**src/rtl/lsu_mem_ctrl.sv**
```systemverilog
`timescale 1ns/1ps
// lsu_mem_ctrl: load/store unit between the decoder's S/L-type accesses and
// a word-wide synchronous data RAM (byte enables, 1-cycle read latency).
// Build option LSU_MISALIGN_SPLIT_EN: misaligned H/W accesses are executed
// (split into two RAM accesses when they cross a word) instead of erroring.
module lsu_mem_ctrl #(
    parameter int MEM_AW = 8
) (
    input  logic              clk,
    input  logic              reset,
    input  logic              req_valid,
    output logic              req_ready,
    input  logic              req_we,
    input  logic [2:0]        req_type,
    input  logic [31:0]       req_addr,
    input  logic [31:0]       req_wdata,
    output logic              rsp_valid,
    output logic [31:0]       rsp_rdata,
    output logic              rsp_err,
    output logic              mem_en,
    output logic              mem_we,
    output logic [3:0]        mem_be,
    output logic [MEM_AW-1:0] mem_addr,
    output logic [31:0]       mem_wdata,
    input  logic [31:0]       mem_rdata
);

    typedef enum logic [2:0] {
        S_IDLE, S_ISSUE, S_WAIT, S_ISSUE2, S_WAIT2, S_DONE
    } state_t;

    state_t            state_q, state_d;
    logic              we_q;
    logic [2:0]        type_q;
    logic [1:0]        off_q;
    logic [MEM_AW-1:0] waddr_q;
    logic [31:0]       wdata_q;
    logic              err_q;
    logic              split_q;
    logic [63:0]       rdata_q;   // {second word, first word} as read back

    logic              accept;
    logic              req_legal;
    logic              req_err;
    logic              req_split;
    logic [1:0]        req_off;
    logic              unused_addr_hi;

    assign accept         = (state_q == S_IDLE) && req_valid;
    assign req_off        = req_addr[1:0];
    // Upper address bits alias onto the RAM and are deliberately dropped.
    assign unused_addr_hi = ^req_addr[31:MEM_AW+2];

    // Classify the incoming request: legal func3, alignment, word crossing.
    always_comb begin
        // NOTE: every always_comb output gets a default first so no latch is inferred.
        req_split = 1'b0;
        req_legal = req_we ? (req_type inside {3'b000, 3'b001, 3'b010})
                           : (req_type inside {3'b000, 3'b001, 3'b010, 3'b100, 3'b101});
`ifdef LSU_MISALIGN_SPLIT_EN
        req_err   = !req_legal;
        req_split = req_legal && (((req_type[1:0] == 2'b01) && (req_off == 2'b11)) ||
                                  ((req_type[1:0] == 2'b10) && (req_off != 2'b00)));
`else
        req_err   = !req_legal ||
                    ((req_type[1:0] == 2'b01) && req_off[0]) ||
                    ((req_type[1:0] == 2'b10) && (req_off != 2'b00));
`endif
    end

`ifndef LSU_MISALIGN_SPLIT_EN
    assign split_q = 1'b0;
`endif

    // Capture request fields at the accept edge; collect read data per access.
    always_ff @(posedge clk or posedge reset) begin
        // NOTE: sequential state uses non-blocking assignments only.
        if (reset) begin
            we_q    <= 1'b0;
            type_q  <= 3'b000;
            off_q   <= 2'b00;
            waddr_q <= '0;
            wdata_q <= '0;
            err_q   <= 1'b0;
            rdata_q <= '0;
`ifdef LSU_MISALIGN_SPLIT_EN
            split_q <= 1'b0;
`endif
        end else if (accept) begin
            we_q    <= req_we;
            type_q  <= req_type;
            off_q   <= req_off;
            waddr_q <= req_addr[MEM_AW+1:2];
            wdata_q <= req_wdata;
            err_q   <= req_err;
            rdata_q <= '0;
`ifdef LSU_MISALIGN_SPLIT_EN
            split_q <= req_split;
`endif
        end else if (state_q == S_WAIT) begin
            rdata_q[31:0] <= mem_rdata;
        end else if (state_q == S_WAIT2) begin
            rdata_q[63:32] <= mem_rdata;
        end
    end

    // State register.
    always_ff @(posedge clk or posedge reset) begin
        if (reset) state_q <= S_IDLE;
        else       state_q <= state_d;
    end

    // Next-state sequencing: errors skip straight to the response cycle.
    always_comb begin
        state_d = state_q;
        case (state_q)
            S_IDLE:   if (req_valid) state_d = req_err ? S_DONE : S_ISSUE;
            S_ISSUE:  state_d = we_q ? (split_q ? S_ISSUE2 : S_DONE) : S_WAIT;
            S_WAIT:   state_d = split_q ? S_ISSUE2 : S_DONE;
            S_ISSUE2: state_d = we_q ? S_DONE : S_WAIT2;
            S_WAIT2:  state_d = S_DONE;
            S_DONE:   state_d = S_IDLE;
            default:  state_d = S_IDLE;
        endcase
    end

    logic [3:0]  size_mask;
    logic [3:0]  be_lo;
    logic [31:0] lane_wdata;
`ifdef LSU_MISALIGN_SPLIT_EN
    logic [3:0]  be_hi;
    logic [31:0] wdata_src;
`endif

    // Byte-lane enables and lane-positioned store data for the captured access.
    always_comb begin
        case (type_q[1:0])
            2'b00:   size_mask = 4'b0001;
            2'b01:   size_mask = 4'b0011;
            default: size_mask = 4'b1111;
        endcase
        case (type_q[1:0])
            2'b00:   lane_wdata = {4{wdata_q[7:0]}};
            2'b01:   lane_wdata = {2{wdata_q[15:0]}};
            default: lane_wdata = wdata_q;
        endcase
`ifdef LSU_MISALIGN_SPLIT_EN
        {be_hi, be_lo} = {4'b0000, size_mask} << off_q;
        // Misaligned data is rotated so byte k lands in lane (k+o) mod 4,
        // which is right for both halves of a split access.
        wdata_src = (type_q[1:0] == 2'b01) ? {16'h0000, wdata_q[15:0]} : wdata_q;
        if (((type_q[1:0] == 2'b01) && off_q[0]) ||
            ((type_q[1:0] == 2'b10) && (off_q != 2'b00)))
            lane_wdata = 32'({wdata_src, wdata_src} >> (6'd32 - {1'b0, off_q, 3'b000}));
`else
        be_lo = size_mask << off_q;
`endif
    end

    logic [31:0] ld_shift;
    logic [31:0] ld_ext;

    // RAM strobes, handshake and response outputs decoded from the state.
    always_comb begin
        req_ready = (state_q == S_IDLE);
        mem_en    = 1'b0;
        mem_we    = 1'b0;
        mem_be    = 4'b0000;
        mem_addr  = '0;
        mem_wdata = '0;
        case (state_q)
            S_ISSUE: begin
                mem_en    = 1'b1;
                mem_we    = we_q;
                mem_be    = be_lo;
                mem_addr  = waddr_q;
                mem_wdata = we_q ? lane_wdata : 32'h0;
            end
`ifdef LSU_MISALIGN_SPLIT_EN
            S_ISSUE2: begin
                mem_en    = 1'b1;
                mem_we    = we_q;
                mem_be    = be_hi;
                mem_addr  = waddr_q + MEM_AW'(1);
                mem_wdata = we_q ? lane_wdata : 32'h0;
            end
`endif
            default: ;
        endcase

        // Little-endian concatenation of the read words, then extension.
        ld_shift = 32'(rdata_q >> {off_q, 3'b000});
        case (type_q)
            3'b000:  ld_ext = {{24{ld_shift[7]}}, ld_shift[7:0]};
            3'b100:  ld_ext = {24'h0, ld_shift[7:0]};
            3'b001:  ld_ext = {{16{ld_shift[15]}}, ld_shift[15:0]};
            3'b101:  ld_ext = {16'h0, ld_shift[15:0]};
            default: ld_ext = ld_shift;
        endcase
        rsp_valid = (state_q == S_DONE);
        rsp_err   = (state_q == S_DONE) && err_q;
        rsp_rdata = ((state_q == S_DONE) && !err_q && !we_q) ? ld_ext : 32'h0;
    end

endmodule

```
**config.mk**
```make
export PLATFORM = sky130hd
export DESIGN_NAME = lsu_mem_ctrl
export DESIGN_NICKNAME = d
export VERILOG_FILES = /design/src/rtl/lsu_mem_ctrl.sv
export SDC_FILE = /design/constraint.sdc
export NUM_CORES = 1
export LEC_CHECK = 0
export CAP_MARGIN = 20
export CORE_UTILIZATION = 45
export DETAILED_ROUTE_END_ITERATION = 8
export PLACE_DENSITY_LB_ADDON = 0.12
export SLEW_MARGIN = 40
export SYNTH_ARGS = -nofsm -noshare
export SYNTH_HDL_FRONTEND = slang
export SYNTH_SLANG_ARGS = --single-unit
```
**constraint.sdc**
```tcl
create_clock -name clk -period 5.1 [get_ports clk]
set_input_delay 0.765 -clock clk [delete_from_list [all_inputs] [get_ports clk]]
set_output_delay 0.765 -clock clk [all_outputs]
set_load 0.01 [all_outputs]
```
==> results of run 1 <==
## registers in the layout, indices dropped and copies added, names as in the netlist
signal   cells
type_q       3
off_q        2
wdata_q     32
rdata_q     56
waddr_q      8
err_q        1
we_q         1
state_q      3
## stage by stage
| stage | std cells | utilization [%] | worst slack (ns) |
|---|---|---|---|
| floorplan | 516 | - | 1.55 |
| global route | 828 | 62.6 | 1.08 |
| detailed placement | 814 | 60.1 | 1.63 |
| global placement | 814 | 60.1 | 1.67 |
| CTS | 828 | 62.5 | 1.25 |
| finish | 828 | 62.6 | 1.21 |
## synthesized netlist by cell type, drive strengths merged
| library cell | instances |
|---|---|
| nand3b | 1 |
| a32o | 24 |
| and2 | 10 |
| a221oi | 2 |
| o21ba | 1 |
| nor2b | 29 |
| nand4 | 11 |
| a221o | 1 |
| clkinv | 1 |
| dfrtp | 106 |
| o41ai | 1 |
| o22ai | 1 |
| nor3 | 2 |
| a22o | 8 |
| a211oi | 11 |
| a21oi | 17 |
| a21o | 1 |
| o21ai | 15 |
| a22oi | 6 |
| and3b | 1 |
| nand3 | 1 |
| or2 | 2 |
| nor4 | 1 |
| xnor2 | 1 |
| clkbuf | 18 |
| nor2 | 34 |
| o32ai | 5 |
| nor4b | 1 |
| mux2i | 23 |
| and3 | 11 |
| nand2 | 23 |
| o21a | 2 |
| mux4 | 16 |
| buf | 31 |
| or3b | 1 |
| inv | 4 |
| mux2 | 90 |
| o2111ai | 2 |
| nand2b | 1 |
## power by group through the flow
stage / registers [µW] / logic, µW / clock network, µW
6_report: 1650 / 2470 / 739
5_1_grt: 1710 / 2660 / 790
4_1_cts: 1640 / 2470 / 759
3_5_place_dp: 1650 / 2460 / 0
3_3_place_gp: 1630 / 2400 / 0
2_1_floorplan: 1440 / 1850 / 0
## final cells by class
class	count	share of cell area [%]
repair buffers	175	21.5
well taps	172	2.70
clock buffers	11	3.05
multi-input cells	356	38.3
inverters	5	0.330
flip-flops and latches	106	33.3
clock inverters	3	0.816
## final timing paths
kind	startpoint	end	slack [ns]	cells after the start
worst max-delay path	we_q	rsp_rdata[5]	1.21	4
worst min-delay path	rdata_q[55]	rdata_q[55]	0.49	1
max in group asynchronous	reset	off_q[1]	3.41	3
min in group asynchronous	reset	waddr_q[2]	0.90	2
worst min register to register	rdata_q[55]	rdata_q[55]	0.49	1
worst max register to register	state_q[2]	rdata_q[0]	2.90	5
## layer usage
| metal | global-route usage, % | up-vias | wire [µm] |
|---|---|---|---|
| met5 | 0 | - | 0 |
| met4 | 8.44 | 0 | 403 |
| met3 | 6.08 | 32 | 1080 |
| met2 | 41.3 | 202 | 8320 |
| met1 | 34.2 | 2489 | 7160 |
| li1 | - | 2186 | - |
## cells by family (layout without fill, tap and decap cells)
group | after synthesis | count (layout)
multiplexers | 129 | 129
AND/OR/NAND/NOR | 129 | 129
flip-flops | 106 | 106
AO/OA/AOI/OAI | 97 | 97
buffers and inverters | 54 | 194
XOR/XNOR | 1 | 1
==> impl_metrics.ini, run 1 <==
[run_status]
outcome = complete, no violations

[global_route]
grt_pass1_wl_um = 26100
grt_max_degree = 85
grt_pass1_vias = 4758
antenna_found_initial = 0
globalRouteTotalUtil_pct = 25.6
grt_overflow = 0

[power]
power_density_nw_per_um2 = 610
internal_power_uw = 2990
vdd_drop_max_mv = 0.353
p_leak_uw = 0.00321
swShare_pct = 38.5
p_seq_share_pct = 33.9
pwr-share-clk_pct = 15.2
switchingPower_uw = 1870
total_power_uw = 4860
pwr-share-comb_pct = 50.9

[layout]
final_area_um2 = 7970
mostFrequentLayoutCell = clkdlybuf4s50_1
register_area_um2 = 2650
multi_input_area_um2 = 3050
antennaDiodeCount = 0
nets = 756
drive_gt1_share_pct = 22.1
layout_common_cells = clkdlybuf4s50_1, dfrtp_1, mux2_2
syn2layout_area_growth_pct = 34.3
num-fill-cells = 1077

[floorplan]
dieWidth_um = 117
core-area_um2 = 12700
start_util_pct = 46.6
io_pins = 184
design.die.area_um2 = 13700
die_height_um = 117
rows = 41

[cts]
cts-root-buf = clkbuf_16
cts_tree = done
postCtsSetupRepairBufs = 0
clk_pin_slew_worst_paths_ns = 0.07
postCtsHoldBufs = 0
cts_resized = 0
max-clock-path-buffers = 2
cts_inserted_buffers = 9
cts_max_level = 3
cts_num_sinks = 106
insertion_delay_ns = 0.34

[sta]
whs_ns = 0.492
period_needed_ns = 3.89
finalHoldViolCount = 0
rsz0062_at_grt = false
clock-skew-final_ns = 0.00461
finalCritPeriodShare_pct = 76.2
max_freq_ghz = 0.257
timing.slew.headroom_pct = 46.8
finalSetupViolCount = 0
slew_viol_final = 0
setup_tns_ns = 0
tightest_slew_ns = 0.794

[route]
drc = 0
avgRoutedWirePerCell_um = 20.5
antenna_left = 0
wirelength_um = 17000
first_pass_iters = 5
via_count = 4909
dr.first_iter.drc_count = 322
vias_per_cell = 5.93

[yosys]
synth_seq_area_share_pct = 44.7
yosysWarnings = 0
netlist.area_leader.share_pct = 44.7
synth_cell_type_count = 46
syn_inst = 516
muxShareOfSynthArea_pct = 27.0
syn-cell-area_um2 = 5930
avgSynthCellArea_um2 = 11.5
synthTopCellsByArea = dfrtp_1, mux2_2, mux4_2
syn_nets = 619
yosys.area_share.simple_pct = 11.6
synth-seq-cells = 106
synthXorXnorAreaFrac_pct = 0.148
synth_top_family_by_area = multiplexers
synth_top_area_cell = dfrtp_1
synth_fa_ha_area_share_pct = 0
synth-compound-area-share_pct = 12.4

[worst_setup_path]
path_cells = nor2_1, nand2_1, a211oi_1, clkdlybuf4s50_1
worst_setup_path_end_kind = primary output
cp.arrival_ns = 3.12
worst_path_max_delay_cell = nor2_1
slowest_delay_ns = 0.68
cp.required_ns = 4.34
crit_type = reg -> out
worst_path_dominant_cell_family = simple AND/OR/NAND/NOR gates
crit_fanout = 14
start_kind = flip-flop
crit_buf_inv = 1

[job]
maxCapViolations = 0

[hold_path]
holdCritPathClass = reg -> reg

[place]
hpwl_um = 11500
gp_congestion = 0.857
io_buffer_count = 161
place_area_um2 = 7650
Power figures use the tool's default switching activity.
==> inputs of run 2 (changes only) <==
clock period = 4 ns   (was 5.1 ns; I/O delays follow)
==> run 2 against run 1 <==
  * Utilization fell by 0.20 points
  * Register-to-register slack lost 1.3 ns
  * Worst setup slack worse by 0.92 ns
  * Die area unchanged
  * Flip-flop and latch count is the same
  * Total power up 25%
  * Via count fell by 0.71%
  * Worst hold slack improved by 0.0027 ns
  * Non-clock buffer count grew 1
  * Global-route usage shrank 0.25 points
  * Clock-buffer cell count grew 2
  * Sequential power grew 27%
==> impl_metrics.ini, run 2 (synthesis results as in run 1) <==
[route]
first_pass_iters = 5
drc = 0
dr.first_iter.drc_count = 399
avgRoutedWirePerCell_um = 20.4
vias_per_cell = 5.87
antenna_left = 0
wirelength_um = 16900
via_count = 4874

[sta]
finalCritPeriodShare_pct = 92.7
finalHoldViolCount = 0
timing.slew.headroom_pct = 43.0
whs_ns = 0.495
finalSetupViolCount = 0
rsz0062_at_grt = false
slew_viol_final = 0
fin_ws_ns = 0.294
max_freq_ghz = 0.270
setup_tns_ns = 0
tightest_slew_ns = 0.849
clock-skew-final_ns = 0.00658
period_needed_ns = 3.71

[power]
pwr-share-clk_pct = 13.7
switchingPower_uw = 2380
total_power_uw = 6090
swShare_pct = 39.1
internal_power_uw = 3710
p_leak_uw = 0.00320
pwr-share-comb_pct = 51.9
p_seq_share_pct = 34.4
power_density_nw_per_um2 = 766
vdd_drop_max_mv = 0.391

[cts]
insertion_delay_ns = 0.35
cts-root-buf = clkbuf_16
cts_inserted_buffers = 9
postCtsSetupRepairBufs = 0
cts_num_sinks = 106
max-clock-path-buffers = 2
clk_pin_slew_worst_paths_ns = 0.07
cts_resized = 0
cts_max_level = 3
cts_tree = done
postCtsHoldBufs = 0

[layout]
layout.cells.non_filler = 830
top_register = rdata_q
antennaDiodeCount = 0
syn2layout_area_growth_pct = 33.9
layout_common_cells = clkdlybuf4s50_1, dfrtp_1, mux2_2
largestRegisters = rdata_q x56, wdata_q x32, waddr_q x8
drive_gt1_share_pct = 21.9
largest_reg_flops = 56
nets = 757
mostFrequentLayoutCell = clkdlybuf4s50_1

[global_route]
grt_pass1_vias = 4825
grt_pass1_wl_um = 25900
antenna_found_initial = 0
globalRouteTotalUtil_pct = 25.4
grt_overflow = 0
grt_max_degree = 64

[floorplan]
core-area_um2 = 12700
dieWidth_um = 117
start_util_pct = 46.6
io_pins = 184
design.die.area_um2 = 13700
die_height_um = 117
rows = 41

[worst_setup_path]
r2r_cells = 5
r2r-start = state_q[2]
worst_path_max_delay_cell = dfrtp_2
path_cells = buf_4, mux2_2, o2111ai_1, o32ai_1, clkdlybuf4s50_1
reg2reg_to = rdata_q[10]
crit_fanout = 32
worst_setup_path_end_kind = primary output
cp.required_ns = 3.40
start_kind = flip-flop
r2r_slack_ns = 1.59
slowest_delay_ns = 0.63
cp.arrival_ns = 3.11
crit_type = reg -> out

[run_status]
outcome = complete, no violations

[hold_path]
hold_end = rdata_q[52]
min_from = rdata_q[52]
holdCritPathClass = reg -> reg
holdPathStages = 1

[place]
io_buffer_count = 161
gp_congestion = 0.843
pre_cts_ws_ns = 0.703
hpwl_um = 11800
placed_cells = 815

[job]
maxCapViolations = 0
## run 2: cell types whose count changed in the layout (fill, tap and decap cells not counted), sizes merged
cell      before  now
clkinvlp       0    1
clkbuf        11   13
buf           14   15
bufinv         2    0
## run 2: cell type report
| type | instances | area (µm²) |
|---|---|---|
| Clock inverter | 2 | 12.5 |
| Multi-Input combinational cell | 356 | 3040 |
| Sequential cell | 106 | 2650 |
| Fill cell | 1091 | 4780 |
| Timing Repair Buffer | 176 | 1740 |
| Inverter | 5 | 23.8 |
| Clock buffer | 13 | 260 |
| Tap cell | 172 | 215 |
## run 2: power by group through the flow
| stage | clock network [µW] | logic (µW) | registers (µW) |
|---|---|---|---|
| 2_1_floorplan | 0 | 2360 | 1830 |
| 3_5_place_dp | 0 | 3150 | 2100 |
| 3_3_place_gp | 0 | 3080 | 2060 |
| 6_report | 831 | 3160 | 2090 |
| 4_1_cts | 858 | 3160 | 2080 |
| 5_1_grt | 902 | 3400 | 2160 |
## run 2: layer usage
layer	track usage (%)	share of wire, %	vias to the layer above
li1	-	-	2193
met1	34.2	43	2490
met2	41.1	50	169
met3	5.41	5.3	22
met4	7.93	1.7	0
met5	0	0	-
## run 2: worst max-delay path by stage
stage	end	slack [ns]	depth (start not counted)	from
finish	rsp_rdata[18]	0.29	5	off_q[1]
floorplan	err_q	0.61	1	reset
detailed placement	rsp_rdata[22]	0.70	5	off_q[1]
global placement	rsp_rdata[22]	0.61	4	off_q[1]
global route	rsp_rdata[17]	0.10	5	off_q[1]
CTS	rsp_rdata[18]	0.31	5	off_q[1]
## run 2: stage by stage
stage | cell area (µm²) | util, %
final | 7950 | 62.5
after global routing | 7950 | 62.5
after CTS | 7940 | 62.4
after detailed placement | 7670 | 60.3
after global placement | 7660 | 60.2
after floorplan | 5930 | -
## run 2: worst max-delay path, delay by kind of cell, from the launching register on
kind	cells	cell delay, ns
DFF	1	0.63
AOI/OAI and AO/OA	2	0.69
buffers and inverters	2	1.00
muxes	1	0.42
